`config.mk`:
```
export PLATFORM = sky130hd
export DESIGN_NAME = timestep_scheduler
export DESIGN_NICKNAME = d
export VERILOG_FILES = /design/src/rtl/timestep_scheduler.sv
export SDC_FILE = /design/constraint.sdc
export NUM_CORES = 1
export LEC_CHECK = 0
export CAP_MARGIN = 5
export CORE_MARGIN = 2
export CORE_UTILIZATION = 35
export CTS_CLUSTER_SIZE = 20
export DETAILED_ROUTE_END_ITERATION = 10
export HOLD_SLACK_MARGIN = 0.1
export REMOVE_ABC_BUFFERS = 1
export SYNTH_ARGS = -nofsm -noshare
export SYNTH_HDL_FRONTEND = slang
export SYNTH_SLANG_ARGS = --single-unit
export TNS_END_PERCENT = 10
```
`constraint.sdc`:
```
create_clock -name clk -period 3.23 [get_ports clk]
set_input_delay 0.646 -clock clk [delete_from_list [all_inputs] [get_ports clk]]
set_output_delay 0.646 -clock clk [all_outputs]
set_load 0.1 [all_outputs]
```
`src/rtl/timestep_scheduler.sv`:
```
// Timestep run sequencer for the SNN core grid: feeds input packets, waits for the
// network to settle, ticks all cores, then collects tick-done acknowledgements per step.
module timestep_scheduler #(
  parameter int NUM_CORES = 6,
  parameter int TS_W      = 16,
  parameter int SETTLE    = 5,
  parameter int TIMEOUT   = 65420,
  parameter int TO_W      = 17
) (
  input  logic                 clk,
  input  logic                 rst_n,
  input  logic                 start,
  input  logic [TS_W-1:0]      num_steps,
  input  logic                 in_valid,
  input  logic                 in_last,
  output logic                 in_ready,
  input  logic                 grid_idle,
  input  logic                 net_empty,
  input  logic [NUM_CORES-1:0] core_done,
  output logic                 tick,
  output logic                 busy,
  output logic [TS_W-1:0]      step_cnt,
  output logic                 done,
  output logic                 timeout_err
);

  localparam int SC_W = (SETTLE > 1) ? $clog2(SETTLE) : 1;

  localparam logic [2:0] S_IDLE   = 3'd0;
  localparam logic [2:0] S_FEED   = 3'd1;
  localparam logic [2:0] S_SETTLE = 3'd2;
  localparam logic [2:0] S_TICK   = 3'd3;
  localparam logic [2:0] S_PROC   = 3'd4;
  localparam logic [2:0] S_DONE   = 3'd5;

  logic [2:0]           state_q, state_d;
  logic [TS_W-1:0]      steps_q, steps_d;
  logic [TS_W-1:0]      step_cnt_q, step_cnt_d;
  logic [SC_W-1:0]      settle_q, settle_d;
  logic [TO_W-1:0]      to_q, to_d;
  logic [NUM_CORES-1:0] mask_q, mask_d;
  logic                 terr_q, terr_d;
  logic                 tick_q, done_q, busy_q, done_d;
  logic                 quiet, all_acked, to_hit;
  logic [TS_W-1:0]      step_inc;

  assign quiet     = grid_idle & net_empty;
  assign all_acked = &(mask_q | core_done);
  assign to_hit    = (to_q == TO_W'(TIMEOUT - 1));
  assign step_inc  = step_cnt_q + 1'b1;

  always_comb begin
    state_d    = state_q;
    steps_d    = steps_q;
    step_cnt_d = step_cnt_q;
    settle_d   = settle_q;
    to_d       = to_q;
    mask_d     = mask_q;
    terr_d     = terr_q;
    case (state_q)
      S_IDLE: begin
        if (start && (num_steps != '0)) begin
          steps_d    = num_steps;
          step_cnt_d = '0;
          terr_d     = 1'b0;
          state_d    = S_FEED;
        end
      end
      S_FEED: begin
        if (in_valid && in_last) begin
          settle_d = '0;
          state_d  = S_SETTLE;
        end
      end
      S_SETTLE: begin
        // Any noisy cycle restarts the quiet-run count from zero.
        if (!quiet) begin
          settle_d = '0;
        end else if (settle_q == SC_W'(SETTLE - 1)) begin
          state_d = S_TICK;
        end else begin
          settle_d = settle_q + 1'b1;
        end
      end
      S_TICK: begin
        mask_d  = '0;
        to_d    = '0;
        state_d = S_PROC;
      end
      S_PROC: begin
        mask_d = mask_q | core_done;
        to_d   = to_q + 1'b1;
        // A full mask on the timeout cycle counts as success, not a timeout.
        if (all_acked || to_hit) begin
          if (!all_acked) terr_d = 1'b1;
          step_cnt_d = step_inc;
          state_d    = (step_inc == steps_q) ? S_DONE : S_FEED;
        end
      end
      S_DONE:  state_d = S_IDLE;
      default: state_d = S_IDLE;
    endcase
  end

  assign done_d = (state_d == S_DONE) ||
                  ((state_q == S_IDLE) && start && (num_steps == '0));

  always_ff @(posedge clk or negedge rst_n) begin
    if (!rst_n) begin
      state_q    <= S_IDLE;
      steps_q    <= '0;
      step_cnt_q <= '0;
      settle_q   <= '0;
      to_q       <= '0;
      mask_q     <= '0;
      terr_q     <= 1'b0;
      tick_q     <= 1'b0;
      done_q     <= 1'b0;
      busy_q     <= 1'b0;
    end else begin
      state_q    <= state_d;
      steps_q    <= steps_d;
      step_cnt_q <= step_cnt_d;
      settle_q   <= settle_d;
      to_q       <= to_d;
      mask_q     <= mask_d;
      terr_q     <= terr_d;
      tick_q     <= (state_q == S_TICK);
      done_q     <= done_d;
      busy_q     <= (state_d != S_IDLE) && (state_d != S_DONE);
    end
  end

  assign in_ready    = (state_q == S_FEED);
  assign tick        = tick_q;
  assign done        = done_q;
  assign busy        = busy_q;
  assign step_cnt    = step_cnt_q;
  assign timeout_err = terr_q;

endmodule

```
==> run metrics <==
Post-synth EDFFs=0; post_cts resized=0; Final nets=440; final setup violation count=0; Post-Layout Cell Count=roughly 550; crit start category=flip-flop; Sw Pwr=1.000 mW; Post-Syn Area=about 3500 um2; Cells after Synth=between 300 and 400; area occupied by multi-input gates=about 1700 um2; Total Wirelength=8.049 mm; Worst path slowest cell=dfrtp_1; H-tree depth=3; io pins=50; crit-path leading delay family=simple AND/OR/NAND/NOR gates; hold_buf cts=0; GPL Wtd Cong=approximately 0.82; Avg Inst Size Synth=around 9.7 um2; fin crit share=85.13%; GRT Total Usage=about 16%; vias=2812; post-synth top area share=47.07%; Cell Int Power=slightly below 2 mW; cell mode on critical path=nand4_1; fin. max-slew vios=0; Setup WS pre-CTS=approximately 0.36 ns; CTS tree=built; worst path bufs/invs=0; detailed-route vias per instance=approximately 5.2; number of max-cap violations=0; crit-path cells=ha_1 > nand4_4 > nor3_2 > nand4_1 > xnor2_1 > a2111oi_2 > nand4_1 > a211o_1; total setup buffers inserted after CTS=0; WP data arrival=a little under 3 ns; gr ovfl total=0; part of the power in registers=between 30% and 40%; worst setup path class=flip-flop to flip-flop; Tightest Pin Transition=0.5864 ns; first-pass detailed-route iteration total=4; count of final hold-check violations=0; Worst Hold Class=input port to asynchronous set/reset pin; DR WL/cell=approximately 15 um; vias in the first global route=roughly 2700; clk_skew=~0.008 ns; Clk pwr share=around 29%; Max Clock Freq=approximately 360 MHz; cts bufs inserted=9; LEAKAGE=around 1.8 nW; initial core utilization=35.68%; asr flop ratio synth=100.0%; max incr delay on CP=roughly 0.54 ns; Critical Path RT=3.45 ns; Reg area=approximately 1600 um2; worst path setup slack after routing=between 0.4 and 0.5 ns; initial antenna violation count=0; Pwr per Cell Area=679.8 nW/um2; maximum vdd ir drop=0.3261 mV; # fillers=946; Crit Path Max Fanout=9; wire length of the first global-routing pass=13.39 mm; Unique masters post-synth=48; pin count of the biggest net entering global routing=66; clock buffer depth=2; Core Area=9684 um2; RSZ-0062 raised after global routing=no; fraction of layout cells with a size suffix above 1=~17%; std cell rows=36; CTS Root Cell=clkbuf_8; prevailing post-synth register cell=dfrtp_1; Iter 0 DRT Violations=about 130; n_diodes=0; most common cell in the synthesized netlist=dfrtp_1; Post-Place Cells=~530; register area share after synthesis=between 40% and 50%; Die Y=around 100 um; dominant cell type by area after synthesis=dfrtp_1; final antenna-violating net count=0; Remaining DRCs=0; Final min period=2.750 ns; Ys Warns=0; Layout area overhead=24.37%; Logic pwr share=between 30% and 40%; dpl hpwl=around 5.7 mm; die area=10680 um2; Die Span X=around 100 um; most area-consuming cells after synthesis=dfrtp_1, mux2_2, o21ai_0; Rel. slew slack=60.55%; Switching Fraction=between 30% and 40%; number of port buffers=49; status=finished clean; Clock Latency Late Sink=0.33 ns; CTS sink count=65; commonest cells in the netlist=dfrtp_1, o21ai_0, nor2_1, nand2_1, nand3_1; FF+latch count, synth=65; crit end category=flip-flop; clk slew on worst S/H paths=approximately 0.07 ns
## area by class of cell
type | instances | area share [%]
Sequential cell | 65 | 37.85
Clock inverter | 5 | 2.387
Inverter | 8 | 0.6987
Clock buffer | 11 | 3.290
Tap cell | 133 | 3.872
Multi-Input combinational cell | 268 | 40.49
Timing Repair Buffer | 55 | 11.41
## cell usage in the layout (no fill, tap or decap), types with 3 or more instances in the layout
cell             netlist  final
a21oi_1               15     15
a31oi_1                3      3
and2_1                 3      3
and3_1                 6      6
buf_4                  0     26
bufinv_16              0      3
clkbuf_8               0     10
clkdlybuf4s50_1        0     27
dfrtp_1               65     65
ha_1                   4      4
inv_1                  7      7
mux2_2                17     17
mux2i_1                3      3
nand2_1               25     25
nand2b_1               7      7
nand3_1               21     21
nand4_1               13     13
nor2_1                26     26
nor2b_1                5      5
nor3_1                 3      3
nor4_1                 8      8
o211ai_1               5      5
o21ai_0               37     37
o22ai_1                3      3
o31ai_1                7      7
o41ai_1                4      4
xnor2_1               18     18
xor2_1                 9      9
## state kept, by name, summed over array words and instances, names as in the netlist
| signal | count |
|---|---|
| tick | 1 |
| state_q | 3 |
| steps_q | 16 |
| busy | 1 |
| timeout_err | 1 |
| step_cnt | 16 |
| to_q | 17 |
| done | 1 |
| settle_q | 3 |
| mask_q | 6 |
## metal layers
metal | track usage (%) | routed length, um | up-vias
met4 | 5.466 | 18 | 0
met3 | 2.688 | 290 | 2
li1 | - | - | 1398
met2 | 24.12 | 3583 | 60
met1 | 23.69 | 4156 | 1352
met5 | 0 | 0 | -
## per-stage QoR
step	power [mW]	util [%]	setup TNS [ns]	area, um2	hold WS (ns)
6_report	2.922	44.38	0	4298	0.3087
5_1_grt	3.097	44.38	0	4298	0.3498
4_1_cts	2.946	44.38	0	4298	0.3320
3_5_place_dp	2.090	41.86	0	4054	0.4834
3_3_place_gp	2.070	41.86	0	4054	0.4730
2_1_floorplan	1.820	-	-1.152	3393	0.3504
## power groups by stage
stage | clock network (mW) | registers, mW | logic, mW
final | 0.849 | 1.15 | 0.921
after global routing | 0.903 | 1.18 | 1.01
after CTS | 0.868 | 1.15 | 0.926
after detailed placement | 0 | 1.16 | 0.926
after global placement | 0 | 1.16 | 0.909
after floorplan | 0 | 1.20 | 0.622
## cells by family after synthesis
kind of cell,after synthesis,share of synthesized area [%]
AOI/OAI and AO/OA,81,13.94
xor gates and xnor gates,27,6.843
adders and majority gates,4,1.448
buffers and inverters,23,2.679
DFF,65,47.07
muxes,20,6.408
and+or+nand+nor,136,21.62
## final timing paths
path	slack, ns	cells past startpoint	to	start
max in group asynchronous	2.61	2	steps_q[2]	rst_n
setup / recovery	0.48	8	busy	step_cnt[0]
min in group clk	0.49	1	settle_q[2]	settle_q[2]
setup reg to reg	0.48	8	busy	step_cnt[0]
hold reg to reg	0.49	1	settle_q[2]	settle_q[2]
hold / removal	0.31	2	steps_q[10]	rst_n
No activity file was read; power rests on OpenSTA's default activity.
